File: src/rtl/de0_nano_debug_display.sv
// DE0-Nano debug display harness: debounced advance button, synchronised mode
// switches, and a registered LED view of NUM_CH debug channels paged LED_W
// bits at a time, plus frozen-snapshot, heartbeat and valid-map views.
module de0_nano_debug_display #(
  parameter int NUM_CH        = 4,
  parameter int DATA_W        = 32,
  parameter int LED_W         = 8,
  parameter int DEBOUNCE_CYC  = 500000,
  parameter int HEARTBEAT_CYC = 25000000,
  localparam int PAGES = (DATA_W + LED_W - 1) / LED_W,
  localparam int CH_W  = (NUM_CH > 1) ? $clog2(NUM_CH) : 1,
  localparam int PG_W  = (PAGES > 1) ? $clog2(PAGES) : 1
) (
  input  logic                     CLOCK_50,
  input  logic                     KEY0,
  input  logic                     KEY1,
  input  logic [1:0]               SW,
  input  logic [NUM_CH*DATA_W-1:0] ch_data,
  input  logic [NUM_CH-1:0]        ch_valid,
  output logic [LED_W-1:0]         LED,
  output logic [CH_W-1:0]          cur_ch,
  output logic [PG_W-1:0]          cur_page,
  output logic                     key_pulse
);

  localparam int DB_W  = (DEBOUNCE_CYC > 1) ? $clog2(DEBOUNCE_CYC) : 1;
  localparam int HB_W  = (HEARTBEAT_CYC > 1) ? $clog2(HEARTBEAT_CYC) : 1;
  localparam int PTR_W = CH_W + PG_W;
  localparam int PX_W  = (PTR_W > LED_W - 1) ? PTR_W : LED_W - 1;
  localparam int VX_W  = (NUM_CH > LED_W) ? NUM_CH : LED_W;

  typedef enum logic [1:0] {
    M_LIVE   = 2'b00,
    M_FROZEN = 2'b01,
    M_HB     = 2'b10,
    M_VALID  = 2'b11
  } mode_e;

  logic                            r_run;
  logic                            r_key_s1, r_key_s2;
  logic [1:0]                      r_sw_s1, r_sw_s2;
  logic                            r_db_state;
  logic [DB_W-1:0]                 r_db_cnt;
  logic                            r_key_pulse;
  logic [CH_W-1:0]                 r_cur_ch;
  logic [PG_W-1:0]                 r_cur_page;
  mode_e                           r_mode_q;
  logic                            r_snap_ld;
  logic [DATA_W-1:0]               r_snap;
  logic [HB_W-1:0]                 r_hb_cnt;
  logic                            r_hb;
  logic [LED_W-1:0]                r_led;

  mode_e                           w_mode;
  logic                            w_db_hit;
  logic                            w_last_pg, w_last_ch;
  logic [NUM_CH-1:0][DATA_W-1:0]   w_ch_arr;
  logic [DATA_W-1:0]               w_cur_data;
  logic [PX_W-1:0]                 w_ptr_x;
  logic [VX_W-1:0]                 w_vld_x;
  logic [LED_W-1:0]                w_led_nxt;

  // Page p of a channel word; bits past DATA_W-1 read as zero.
  function automatic logic [LED_W-1:0] page_of(input logic [DATA_W-1:0] d,
                                               input logic [PG_W-1:0]   p);
    logic [PAGES*LED_W-1:0] pad;
    logic [LED_W-1:0]       r;
    pad             = '0;
    pad[DATA_W-1:0] = d;
    r               = '0;
    for (int i = 0; i < PAGES; i++)
      if (p == PG_W'(i)) r = pad[i*LED_W +: LED_W];
    return r;
  endfunction

  assign w_mode    = mode_e'(r_sw_s2);
  assign w_ch_arr  = ch_data;
  assign w_db_hit  = (r_key_s2 != r_db_state) && (r_db_cnt == DB_W'(DEBOUNCE_CYC - 1));
  assign w_last_pg = (r_cur_page == PG_W'(PAGES - 1));
  assign w_last_ch = (r_cur_ch == CH_W'(NUM_CH - 1));
  assign w_ptr_x   = PX_W'({r_cur_ch, r_cur_page});
  assign w_vld_x   = VX_W'(ch_valid);

  // Reset release is held off one cycle so nothing moves right after KEY0 rises.
  always_ff @(posedge CLOCK_50 or negedge KEY0)
    if (!KEY0) r_run <= 1'b0;
    else       r_run <= 1'b1;

  // Two-flop synchronisers for the asynchronous button and switches.
  always_ff @(posedge CLOCK_50 or negedge KEY0)
    if (!KEY0) begin
      r_key_s1 <= 1'b1;
      r_key_s2 <= 1'b1;
      r_sw_s1  <= 2'b00;
      r_sw_s2  <= 2'b00;
    end else if (r_run) begin
      r_key_s1 <= KEY1;
      r_key_s2 <= r_key_s1;
      r_sw_s1  <= SW;
      r_sw_s2  <= r_sw_s1;
    end

  // Debounce: the synced level must differ for DEBOUNCE_CYC cycles to be accepted;
  // an accepted press (1->0) emits a single-cycle strobe.
  always_ff @(posedge CLOCK_50 or negedge KEY0)
    if (!KEY0) begin
      r_db_state  <= 1'b1;
      r_db_cnt    <= '0;
      r_key_pulse <= 1'b0;
    end else if (r_run) begin
      r_key_pulse <= w_db_hit && !r_key_s2;
      if (r_key_s2 == r_db_state) begin
        r_db_cnt <= '0;
      end else if (w_db_hit) begin
        r_db_state <= r_key_s2;
        r_db_cnt   <= '0;
      end else begin
        r_db_cnt <= r_db_cnt + 1'b1;
      end
    end

  // Page/channel pointer steps on each accepted press, wrapping page then channel.
  always_ff @(posedge CLOCK_50 or negedge KEY0)
    if (!KEY0) begin
      r_cur_ch   <= '0;
      r_cur_page <= '0;
    end else if (r_run && r_key_pulse) begin
      if (w_last_pg) begin
        r_cur_page <= '0;
        r_cur_ch   <= w_last_ch ? '0 : r_cur_ch + 1'b1;
      end else begin
        r_cur_page <= r_cur_page + 1'b1;
      end
    end

  // Snapshot reloads one cycle after entering frozen mode or after a press in it,
  // by which time the pointer already reflects the press.
  always_ff @(posedge CLOCK_50 or negedge KEY0)
    if (!KEY0) begin
      r_mode_q  <= M_LIVE;
      r_snap_ld <= 1'b0;
      r_snap    <= '0;
    end else if (r_run) begin
      r_mode_q  <= w_mode;
      r_snap_ld <= (w_mode == M_FROZEN) && ((r_mode_q != M_FROZEN) || r_key_pulse);
      if (r_snap_ld) r_snap <= w_cur_data;
    end

  // Heartbeat runs only while displayed; leaving the mode restarts it from zero.
  always_ff @(posedge CLOCK_50 or negedge KEY0)
    if (!KEY0) begin
      r_hb_cnt <= '0;
      r_hb     <= 1'b0;
    end else if (r_run) begin
      if (w_mode == M_HB) begin
        if (r_hb_cnt == HB_W'(HEARTBEAT_CYC - 1)) begin
          r_hb_cnt <= '0;
          r_hb     <= ~r_hb;
        end else begin
          r_hb_cnt <= r_hb_cnt + 1'b1;
        end
      end else begin
        r_hb_cnt <= '0;
        r_hb     <= 1'b0;
      end
    end

  // Select the current channel word and build the next LED value for the mode.
  always_comb begin
    w_cur_data = '0;
    for (int c = 0; c < NUM_CH; c++)
      if (r_cur_ch == CH_W'(c)) w_cur_data = w_ch_arr[c];
    w_led_nxt = '0;
    case (w_mode)
      M_LIVE:   w_led_nxt = page_of(w_cur_data, r_cur_page);
      M_FROZEN: w_led_nxt = page_of(r_snap, r_cur_page);
      M_HB:     w_led_nxt = {r_hb, w_ptr_x[LED_W-2:0]};
      default:  w_led_nxt = w_vld_x[LED_W-1:0];
    endcase
  end

  // Registered LED drive.
  always_ff @(posedge CLOCK_50 or negedge KEY0)
    if (!KEY0)      r_led <= '0;
    else if (r_run) r_led <= w_led_nxt;

  assign LED       = r_led;
  assign cur_ch    = r_cur_ch;
  assign cur_page  = r_cur_page;
  assign key_pulse = r_key_pulse;

endmodule

File: config.mk
export PLATFORM = sky130hd
export DESIGN_NAME = de0_nano_debug_display
export DESIGN_NICKNAME = d
export VERILOG_FILES = /design/src/rtl/de0_nano_debug_display.sv
export SDC_FILE = /design/constraint.sdc
export NUM_CORES = 1
export LEC_CHECK = 0
export BUFFER_PORTS_ARGS = -buffer_cell sky130_fd_sc_hd__buf_4
export CORE_MARGIN = 2
export CORE_UTILIZATION = 42
export DETAILED_ROUTE_END_ITERATION = 10
export HOLD_SLACK_MARGIN = 0.15
export MAX_ROUTING_LAYER = met4
export PLACE_DENSITY = 0.65
export SYNTH_ARGS = -nofsm -noshare
export SYNTH_HDL_FRONTEND = slang
export SYNTH_SLANG_ARGS = --single-unit
File: constraint.sdc
create_clock -name CLOCK_50 -period 6 [get_ports CLOCK_50]
set_clock_uncertainty 0.15 [all_clocks]
set_input_delay 0.3 -clock CLOCK_50 [delete_from_list [all_inputs] [get_ports CLOCK_50]]
set_output_delay 0.3 -clock CLOCK_50 [all_outputs]
set_load 0.005 [all_outputs]
After elaboration in Yosys (flattened, before gate mapping)
Cells that the tools add are included.
{ "word_totals": {"reg_bits": 101, "in_bits": 137, "out_inout_bits": 13} }
{ "classes": {"n_reduce_logical": 13, "add_sub_neg": 4, "bitwise_logic": 2, "muxes": 21, "eq_ne": 14} }
{ "op_table": {"columns": ["op", "n"], "rows": [
  ["$mux W32", 4],
  ["$mux W8", 8],
  ["$mux W25", 2],
  ["$mux W19", 2],
  ["$add A25 B1 Y25 const B", 1],
  ["$eq A25 B25 Y1 const B", 1],
  ["$pmux W8 S3", 1],
  ["$add A19 B1 Y19 const B", 1],
  ["$eq A19 B19 Y1 const B", 1],
  ["$eq A2 B2 Y1 const B", 5],
  ["$eq A2 B1 Y1 const B", 3],
  ["$logic_not A2 Y1", 3],
  ["$reduce_and A2 Y1", 3],
  ["$add A2 B1 Y2 const B", 2],
  ["$logic_and A1 B1 Y1", 4],
  ["$mux W2", 2],
  ["$ne A2 B1 Y1 const B", 2],
  ["$reduce_and A3 Y1", 1],
  ["$mux W1", 2],
  ["$not A1 Y1", 2],
  ["$eq A1 B1 Y1", 1],
  ["$logic_not A1 Y1", 1],
  ["$logic_or A1 B1 Y1", 1],
  ["$ne A1 B1 Y1", 1]
]} }

Longest topological paths before layout
Gate-level depths: netlist (run 1).
{ "logic_depth": {"word_depth": 10, "mapped_depth": 10, "ltp_nobuf": 7} }

Worst setup path before layout (run 1)
Ideal clock, no wire load.
{ "synth_timing": {"path_kind": "reg-to-reg", "startpoint": "reg r_cur_ch[0], in the netlist cur_ch[0]", "endpoint": "reg r_led[2], in the netlist LED[2]", "setup_time_ns": 0.123, "period_less_slack_ns": 2.367, "slack_ns": 3.633, "stages_incl_launch_ff": 10, "arrival_time_ns": 2.094, "path_buffers": 2, "cell_sequence": "dfrtp_1 > inv_1 > ha_1 > or2_1 > buf_6 > buf_6 > a221oi_2 > nor3_1 > or4_1 > o2bb2ai_1"} }
{ "synth_via": {"elab_chain_cells": 10, "word_cells_on_any_way": 13, "classes_between": "3 x eq/ne; 9 x mux; 1 x reduce/logical"} }
{ "synth_lines": {"columns": ["item", "line", "source"], "rows": [
  ["start: declaration", "45", "logic [CH_W-1:0] r_cur_ch;"],
  ["start signal: assignment", "130", "r_cur_ch <= w_last_ch ? '0 : r_cur_ch + 1'b1;"],
  ["$logic_not A2 Y1", "172", "if (r_cur_ch == CH_W'(c)) w_cur_data = w_ch_arr[c];"],
  ["$mux W32 (4 in a row)", "172", null],
  ["$mux W8 (4 in a row)", "72", "if (p == PG_W'(i)) r = pad[i*LED_W +: LED_W];"],
  ["$pmux W8 S3 *", "174", "case (w_mode)"],
  ["end signal: assignment", "185", "else if (r_run) r_led <= w_led_nxt;"],
  ["end: declaration", "52", "logic [LED_W-1:0] r_led;"]
]} }
Mark *: on every way between the ends. The rest lies on a longest branch, timed or not.
A chain may end at the register's enable or synchronous reset.

Final worst setup path (run 1)
{ "layout_timing": {"startpoint": "reg r_cur_ch[0], in the netlist cur_ch[0]", "endpoint": "reg r_led[3], in the netlist LED[3]"} }
{ "layout_via": {"elab_chain_cells": 10, "word_cells_on_any_way": 13, "classes_between": "3 x eq/ne; 9 x mux; 1 x reduce/logical"} }
{ "layout_lines": {"columns": ["item", "line"], "rows": [
  ["$logic_not A2 Y1", "172"],
  ["$mux W32 (3 in a row)", "172"],
  ["$mux W32 *", "172"],
  ["$mux W8 (3 in a row)", "72"],
  ["$mux W8 *", "72"],
  ["$pmux W8 S3 *", "174"]
]} }
Marked as above.

==> results of run 1 <==
==> worst reg2reg max path, stage by stage (launching register included) <==
cell and delay, ps:
dfrtp_1 450, inv_1 120, ha_1 480, nand2b_1 640
o22ai_1 400, nor3_1 90, nor4_1 510, o32ai_1 170
==> state kept, by name, indices dropped and copies added (netlist names) <==
name	flops
r_mode_q	2
r_sw_s1	2
r_snap_ld	1
r_sw_s2	2
r_hb_cnt	25
key_pulse	1
LED	8
cur_page	2
r_key_s2	1
r_db_state	1
r_hb	1
r_db_cnt	19
cur_ch	2
r_run	1
r_snap	32
r_key_s1	1
==> cells in the final DEF, fill, tap and decap left out, types with 9 or more instances in the layout <==
cell type	instances
buf_4	154
dfrtp_1	97
nand2_1	65
nor2_1	45
o21ai_0	37
a21oi_1	30
o22ai_1	29
nor3_1	26
inv_1	22
nand3_1	21
o31ai_1	20
a31oi_1	19
a221oi_1	17
xnor2_1	14
nand4_1	12
mux2_2	11
o21ai_1	11
nand2b_1	10
ha_1	10
nor2b_1	9
and3_1	9
clkbuf_16	9
==> repair_timing <==
item,in CTS,in global routing
buffers inserted,0,0
hold buffers,8,0
hold endpoints to repair,46,0
==> power by group <==
part | internal (W) | leakage [nW] | total [W] | switching, W
Sequential | 0.000813 | 1.31 | 0.000904 | 0.0000915
Clock | 0.000338 | 0.143 | 0.000577 | 0.000239
Combinational | 0.000196 | 1.85 | 0.000373 | 0.000177
Total | 0.00135 | 3.31 | 0.00185 | 0.000507
==> per-stage QoR <==
step / hold slack, ps / total power, W / area [um2]
floorplan: -146 / 0.00110 / 6080
global placement: 156 / 0.00129 / 7220
detailed placement: 162 / 0.00129 / 7220
CTS: 161 / 0.00187 / 7590
global route: 176 / 0.00196 / 7590
finish: 189 / 0.00185 / 7590
==> how the worst max path moves through the flow <==
stage,start,to,slack [ps],cells after the start
2_1_floorplan,cur_ch[0],LED[2],3630,9
3_3_place_gp,cur_ch[0],LED[3],2920,7
3_5_place_dp,cur_ch[0],LED[3],2860,7
4_1_cts,cur_ch[0],LED[3],2840,7
5_1_grt,cur_ch[0],LED[3],2590,7
6_report,cur_ch[0],LED[3],2850,7
==> routing by layer <==
metal / global-route usage, % / vias up
met5: - / -
met4: 7.40 / 0
met3: 5.03 / 26
met2: 37.3 / 186
met1: 28.5 / 2722
li1: - / 2784
==> cell families after synthesis <==
kind of cell	share of synthesized area, %
xor+xnor	2.88
compound gates	25.6
other cells	0.0617
buf+inv	5.46
mux	2.88
fa+ha+maj	2.06
simple gates	19.5
flops	41.7
==> final cells by class <==
class / instances / area (um2)
clock inverter: 2 / 35.0
fill: 1271 / 6400
timing repair buffer: 162 / 1240
clock buffer: 11 / 253
sequential: 101 / 2530
tap: 180 / 225
inverter: 23 / 86.3
multi-input combinational: 503 / 3220
==> key figures, run 1 <==
Finish
  • Area growth from synthesis to layout: 24.9%
  • Core Util, Final: 54.2%
  • Non-filler cells, final: 982
  • ANT cells: 0
  • Layout Nets: 947
  • Layout cells sized above 1: 24.7%

Synthesis
  • Seq cells post-synth: 101
  • Syn Nets: 825
  • Share of the synthesized area in the top cell type: 40.4%
  • Post-synth EDFFs: 0
  • Synth Cell Area: 6080 um2
  • Ys async rst share: 100%
  • Area leader, netlist: dfrtp_1
  • Yosys cell types: 64
  • Synth top cells by count: dfrtp_1 (98), nand2_1 (66), nor2_1 (45)
  • Top post-synthesis cells by area: dfrtp_1 (40%), nand2_1 (4.1%), o21ai_0 (3.0%)
  • Synth Flop Type: dfrtp_1
  • Yosys warning total: 0
  • Cells after Synth: 678
  • Avg Inst Size Synth: 8.96 um2
  • Post-synthesis sequential area ratio: 41.7%
  • Top-count cell post-synth: dfrtp_1

GRT
  • Largest net degree at the start of global routing: 63
  • Antenna violations before repair: 0
  • Vias in the first global route: 5,586
  • GRT Total Usage: 22.9%
  • Global-route wire length before repair: 28.2 mm
  • Overflow after GRT: 0

Place
  • GPL Wtd Cong: 0.877
  • Hpwl dp: 12.6 mm
  • Port bufs: 149
  • Worst slack at placement: 2860 ps
  • Placed cell count: 961

Worst hold path
  • Hold path startpoint: ch_data[71]
  • Hold Path Cell Cnt: 3
  • Min-delay worst type: input port to flop
  • WHS Endpoint: r_snap[7]

Setup path
  • Critical Path AT: 3210 ps
  • Crit end category: flop
  • Reg-to-reg critical path startpoint: cur_ch[0]
  • Required @ worst endpoint: 6060 ps
  • Setup CP Type: flop to flop
  • Flop-to-flop setup slack: 2850 ps
  • Top cell family by delay on the critical path: simple AND/OR/NAND/NOR gates
  • Crit-path cells: inv_1 > ha_1 > nand2b_1 > o22ai_1 > nor3_1 > nor4_1 > o32ai_1
  • Worst-path fanout max: 26
  • Reg2Reg Depth: 7
  • Critical R2R Capture: LED[3]
  • Critical-path top delay cell: nand2b_1
  • Slowest stage delay, CP: 640 ps
  • CP Buf/Inv Count: 1
  • CP startpoint kind: flop

Clocking
  • Post-CTS Resized: 0
  • H-tree Lvls: 3
  • CTS root buffer: clkbuf_16
  • CTS tree: yes
  • Clk buf depth: 2
  • Cts bufs inserted: 9
  • Clk pin slew, worst setup/hold paths: 60 ps
  • Sink Count: 101
  • Clk_lat worst skew: 350 ps

STA
  • Setup slack after layout: 2850 ps
  • Fmax achieved: 0.317 GHz
  • Slew HR: 28.4%
  • Final Hold Fails: 0
  • Final min period: 3150 ps
  • Setup-failing EPs final: 0
  • Final Cycle Share: 52.5%
  • Worst-Margin Slew: 1070 ps
  • RSZ-0062 raised after global routing: false
  • Slew Viols, Final: 0
  • Setup TNS: 0 ps

Detailed routing
  • Met3 wire length: 884 um
  • Via density: 5.82
  • Drt total wl: 17.1 mm
  • Post-route antenna net violation count: 0
  • WL/cell: 17.4 um
  • DRC viols: 0
  • Top layer in use: met4
  • Drt pass-1 iters: 5
  • Initial DRC count: 401
  • Metal2 WL: 8.43 mm
  • M1 WL: 7.40 mm
  • Via Count: 5,718

Power and ir drop
  • Pwr/cell area: 244 nW/um2
  • Leakage: 3.31 nW
  • Max VDD drop: 0.000145 V

Die
  • I/O pin count: 150
  • Die X: 124 um
  • Die H: 124 um
  • Die ar.: 15,400 um2
  • Initial Util: 43.4%
  • Row Count: 43
  • Core Region: 14,000 um2

Run status
  • Status: complete, no violations

Run
  • Max-cap violations: 0
(Power assumes the default switching activity.)
==> inputs of run 2 (changes only) <==
--- a/config.mk
+++ b/config.mk
@@ -11,7 +11,7 @@
 export DETAILED_ROUTE_END_ITERATION = 10
 export HOLD_SLACK_MARGIN = 0.15
 export MAX_ROUTING_LAYER = met4
-export PLACE_DENSITY = 0.65
+export PLACE_DENSITY = 0.68
 export SYNTH_ARGS = -nofsm -noshare
 export SYNTH_HDL_FRONTEND = slang
 export SYNTH_SLANG_ARGS = --single-unit
==> constraint.sdc (replaced) <==
create_clock -name CLOCK_50 -period 2.8 [get_ports CLOCK_50]
set_clock_uncertainty 0.15 [all_clocks]
set_input_delay 0.14 -clock CLOCK_50 [delete_from_list [all_inputs] [get_ports CLOCK_50]]
set_output_delay 0.14 -clock CLOCK_50 [all_outputs]
set_load 0.005 [all_outputs]
==> run 2 against run 1 <==
Power increased by 130%. Sequential power increased by 110%. Fmax increased by 16%. Register-to-register slack got worse by 2800 ps. Critical path depth unchanged. Largest power group unchanged.
==> key figures, run 2 (synthesis gave the netlist of run 1 again) <==
Run status
  • Status: complete, no violations

Worst hold path
  • Min-delay worst type: input port to flop
  • Hold path startpoint: ch_data[46]
  • WHS Endpoint: r_snap[14]
  • Hold Path Cell Cnt: 4

GRT
  • GRT Total Usage: 25.9%
  • Largest net degree at the start of global routing: 45
  • Overflow after GRT: 0
  • Vias in the first global route: 6,460
  • Global-route wire length before repair: 32.0 mm
  • Antenna violations before repair: 0

Die
  • Row Count: 43
  • Die H: 124 um
  • I/O pin count: 150
  • Die X: 124 um
  • Die ar.: 15,400 um2
  • Core Region: 14,000 um2
  • Initial Util: 43.4%

Setup path
  • CP Buf/Inv Count: 3
  • Reg-to-reg critical path startpoint: cur_ch[0]
  • CP startpoint kind: flop
  • Setup CP Type: flop to flop
  • Critical-path top delay cell: dlygate4sd3_1
  • Top cell family by delay on the critical path: buffers and inverters
  • Flop-to-flop setup slack: 80 ps
  • Critical R2R Capture: r_snap[21]
  • Critical Path AT: 2810 ps
  • WP depth: 7
  • Slowest stage delay, CP: 600 ps
  • Crit-path cells: inv_1 > ha_1 > nor2b_4 > buf_4 > a221oi_1 > dlygate4sd3_1 > o31ai_1
  • Worst-path fanout max: 11
  • Required @ worst endpoint: 2890 ps
  • Reg2Reg Depth: 7
  • Crit end category: flop

Place
  • Hpwl dp: 13.7 mm
  • Worst slack at placement: -23.2 ps
  • GPL Wtd Cong: 0.905
  • Port bufs: 149

STA
  • Slew HR: 46.1%
  • Final Hold Fails: 0
  • Final Cycle Share: 97.1%
  • Final min period: 2720 ps
  • Fmax achieved: 0.368 GHz
  • Slew Viols, Final: 0
  • Setup-failing EPs final: 0
  • Setup slack after layout: 79.8 ps
  • Worst-Margin Slew: 808 ps

Clocking
  • CTS root buffer: clkbuf_16
  • Clk_lat worst skew: 350 ps
  • # Post-CTS Setup Buffers: 0
  • CTS tree: yes
  • Clk buf depth: 2
  • H-tree Lvls: 3
  • Clk pin slew, worst setup/hold paths: 70 ps
  • Sink Count: 101
  • Cts bufs inserted: 9

Run
  • Max-cap violations: 0

Detailed routing
  • WL/cell: 18.4 um
  • Initial DRC count: 605
  • DRC viols: 0
  • Post-route antenna net violation count: 0
  • Via density: 5.91
  • Drt total wl: 20.2 mm
  • Drt pass-1 iters: 5
  • Via Count: 6,490

Finish
  • Commonest non-fill, non-tap cell in the layout: buf_4
  • Top reg by flops: r_snap
  • Max FFs per register: 32
  • Area growth from synthesis to layout: 44.1%
  • Largest regs: r_snap (32), r_hb_cnt (25), r_db_cnt (19)
  • ANT cells: 0
  • Core Util, Final: 62.6%
  • Most frequent cells in the layout: buf_4 (168), dlygate4sd3_1 (107), dfrtp_1 (97)
  • Layout Nets: 1,062
  • Layout cells sized above 1: 23.8%

Power and ir drop
  • Share of power burned in registers: 46.2%
  • Comb pwr share: 22.3%
  • Max VDD drop: 0.000322 V
  • Psw: 0.00117 W
  • Pwr/cell area: 480 nW/um2
  • Internal power: 0.00303 W
  • Switching Share: 27.9%
  • Leakage: 3.85 nW
  • Clock Power Share: 31.5%
[run 2: worst max-delay path by stage]
stage	startpoint	endpoint	slack [ps]
floorplan	cur_ch[0]	LED[2]	430
global placement	cur_ch[0]	LED[3]	70
detailed placement	cur_ch[0]	LED[3]	-20
CTS	cur_ch[0]	r_snap[13]	4
global route	cur_ch[0]	r_snap[21]	-100
finish	cur_ch[0]	r_snap[21]	80
[run 2: through the flow]
stage / hold WS [ps] / cells / setup TNS (ps) / cell area [um2] / total power [W]
after floorplan: -306 / 678 / 0 / 6080 / 0.00237
after global placement: 16.6 / 976 / 0 / 7340 / 0.00276
after detailed placement: 18.7 / 976 / -23.2 / 7340 / 0.00278
after CTS: 152 / 1098 / 0 / 8730 / 0.00420
after global routing: 170 / 1099 / -95.9 / 8760 / 0.00440
final: 155 / 1099 / 0 / 8760 / 0.00421
[run 2: power by group through the flow]
stage	Sequential (W)	Clock [W]	Combinational, W
CTS	0.00194	0.00134	0.000925
global placement	0.00195	0	0.000811
global route	0.00197	0.00139	0.00104
finish	0.00194	0.00132	0.000939
floorplan	0.00188	0	0.000484
detailed placement	0.00196	0	0.000820
[run 2: timing repair]
action	CTS	global route
cloned	0	1
hold buffers	107	0
hold endpoints to repair	121	0
gates resized for setup	1	4
setup endpoints to repair	1	20
[run 2: layer usage]
layer	track usage [%]	share of wire, %
met1	30.0	40
met2	44.8	51
met3	4.47	5.3
met4	10.5	3.5
met5	-	0
[run 2: cell type report]
cell class | instances | area, um2
clock buffers | 10 | 229
clock inverters | 5 | 77.6
fillers | 1124 | 5230
inverters | 23 | 86.3
multi-input cells | 504 | 3250
flip-flops and latches | 101 | 2530
well taps | 180 | 225
repair buffers | 276 | 2350
[run 2: worst min-delay path, delay by kind of cell]
kind / cells / cell delay, ps
multiplexers: 1 / 170
AND/OR/NAND/NOR: 1 / 150
buffers and inverters: 1 / 80
AO/OA/AOI/OAI: 1 / 70
==> inputs of run 3 (changes only) <==
--- a/config.mk
+++ b/config.mk
@@ -6,8 +6,9 @@
 export NUM_CORES = 1
 export LEC_CHECK = 0
 export BUFFER_PORTS_ARGS = -buffer_cell sky130_fd_sc_hd__buf_4
-export CORE_MARGIN = 2
+export CORE_MARGIN = 4
 export CORE_UTILIZATION = 42
+export CTS_BUF_LIST = sky130_fd_sc_hd__clkbuf_4
 export DETAILED_ROUTE_END_ITERATION = 10
 export HOLD_SLACK_MARGIN = 0.15
 export MAX_ROUTING_LAYER = met4
==> run 3 against run 2 <==
First-iteration DRC count rose by 22%. Critical path depth did not move. Die area rose by 6.5%. Non-clock buffer count rose by 38. Clock-buffer cell count rose by 1. Sequential power barely moved. Final cell count rose by 3.7%. Clock power fell by 26%. Fmax rose by 0.73%. Critical path type unchanged. Critical endpoint is now LED[7]. Largest power group unchanged.
==> key figures, run 3 (synthesis gave the netlist of run 1 again) <==
Setup path
  • Critical Path AT: 2920 ps
  • Required @ worst endpoint: 3020 ps
  • Critical R2R Capture: LED[7]
  • Setup CP Type: flop to flop
  • Crit end category: flop
  • CP startpoint kind: flop
  • Flop-to-flop setup slack: 100 ps
  • Reg2Reg Depth: 7
  • Worst-path fanout max: 33
  • Reg-to-reg critical path startpoint: cur_ch[1]

Clocking
  • CTS root buffer: clkbuf_4
  • Cts bufs inserted: 9
  • Clk buf depth: 2
  • Sink Count: 101
  • H-tree Lvls: 3
  • # Post-CTS Setup Buffers: 0
  • Clk pin slew, worst setup/hold paths: 170 ps
  • CTS tree: yes
  • Clk_lat worst skew: 490 ps

Power and ir drop
  • Max VDD drop: 0.000340 V
  • Psw: 0.00119 W
  • Comb pwr share: 27.2%
  • Leakage: 3.95 nW
  • Internal power: 0.00282 W
  • Clock Power Share: 24.5%
  • Switching Share: 29.6%
  • Share of power burned in registers: 48.3%
  • Pwr/cell area: 445 nW/um2

GRT
  • GRT Total Usage: 27.6%
  • GR peak layer: met2
  • Vias in the first global route: 6,974
  • Routing usage on met3: 5.04%
  • Met2 Use GR: 44.5%
  • Global-route wire length before repair: 35.4 mm
  • Met1 Use GR: 33.6%
  • Largest net degree at the start of global routing: 61
  • Overflow after GRT: 0
  • Antenna violations before repair: 3

Finish
  • Area growth from synthesis to layout: 48.3%
  • Commonest non-fill, non-tap cell in the layout: buf_4
  • Layout cells sized above 1: 23.3%
  • Largest regs: r_snap (32), r_hb_cnt (25), r_db_cnt (19)
  • Most frequent cells in the layout: buf_4 (170), dlygate4sd3_1 (142), dfrtp_1 (96)
  • Filler cell count: 1,063
  • Max FFs per register: 32
  • Layout Nets: 1,099
  • Core Util, Final: 64.2%
  • Top reg by flops: r_snap

Run
  • Max-cap violations: 0

STA
  • RSZ-0062 raised after global routing: false
  • Slew HR: 46.2%
  • Setup-failing EPs final: 0
  • Final min period: 2700 ps
  • Min Hold Slack: 171 ps
  • Final Cycle Share: 96.4%
  • Final Hold Fails: 0
  • Fmax achieved: 0.370 GHz
  • Setup TNS: 0 ps
  • Worst-Margin Slew: 807 ps
  • Slew Viols, Final: 0

Worst hold path
  • Min-delay worst type: input port to flop
  • WHS Endpoint: LED[0]
  • Hold Path Cell Cnt: 6
  • Hold path startpoint: ch_data[88]

Detailed routing
  • DRC viols: 0
  • Drt pass-1 iters: 6
  • Post-route antenna net violation count: 0
  • WL/cell: 19.3 um
  • Drt total wl: 22.0 mm
  • Via density: 5.96
  • Initial DRC count: 739
  • Via Count: 6,791

Die
  • I/O pin count: 150
  • Die ar.: 16,500 um2
  • Die H: 128 um
  • Core Region: 14,000 um2
  • Row Count: 43
  • Die X: 128 um
  • Initial Util: 43.3%

Place
  • Hpwl dp: 13.9 mm
  • Port bufs: 149
  • GPL Wtd Cong: 0.879

Run status
  • Status: complete, no violations
==> run 3: cell types whose count changed in the layout (fill, tap and decap cells not counted), moves of 3 or more <==
cell and change:
diode_2 +3, clkbuf_4 +11, dlygate4sd3_1 +35, clkbuf_16 -9
==> run 3: power by group through the flow <==
stage	Sequential, W	Combinational (W)	Clock (W)
final	0.00194	0.00109	0.000983
after floorplan	0.00188	0.000484	0
after global routing	0.00196	0.00119	0.00104
after global placement	0.00195	0.000817	0
after CTS	0.00193	0.00106	0.000994
after detailed placement	0.00195	0.000837	0
==> run 3: worst max path at each step <==
stage,startpoint,to,slack (ps)
after floorplan,cur_ch[0],LED[2],430
after global placement,cur_ch[0],LED[7],170
after detailed placement,cur_ch[0],LED[7],70
after CTS,cur_ch[0],LED[7],10
after global routing,cur_ch[0],LED[2],40
final,cur_ch[1],LED[7],100
==> run 3: routing by layer <==
layer / up-vias / share of wire (%)
met5: - / 0
met4: 0 / 4.1
met3: 82 / 7.5
met2: 381 / 48
met1: 3246 / 40
li1: 3082 / -
==> run 3: layout make-up <==
| type | instances | area [um2] | area share [%] |
|---|---|---|---|
| multi-input cells | 503 | 3230 | 35.9 |
| repair buffers | 314 | 2750 | 30.5 |
| diodes | 3 | 7.51 | 0.0833 |
| inverters | 23 | 86.3 | 0.958 |
| flip-flops and latches | 101 | 2530 | 28.1 |
| clock buffers | 11 | 82.6 | 0.916 |
| well taps | 180 | 225 | 2.50 |
| clock inverters | 5 | 100 | 1.11 |
==> run 3: worst max-delay path, stage by stage (launching register included) <==
cell     delay, ps
dfrtp_1        480
inv_1          110
ha_1           240
buf_4          270
a221o_1        420
a22oi_1        400
a21oi_1        150
a221o_1        340
==> run 3: what timing repair did <==
| action | in CTS | in global routing |
|---|---|---|
| setup endpoints to repair | 0 | 19 |
| gates resized for setup | 0 | 5 |
| endpoints found under the hold margin | 141 | 0 |
| hold buffers | 143 | 0 |
==> run 3: metrics by stage <==
stage	area [um2]	worst slack, ps	total power, W	cells
floorplan	6080	433	0.00237	678
global placement	7360	174	0.00276	978
detailed placement	7360	72.2	0.00279	978
CTS	8990	11.0	0.00397	1137
global route	9010	42.0	0.00420	1140
finish	9010	99.6	0.00401	1140
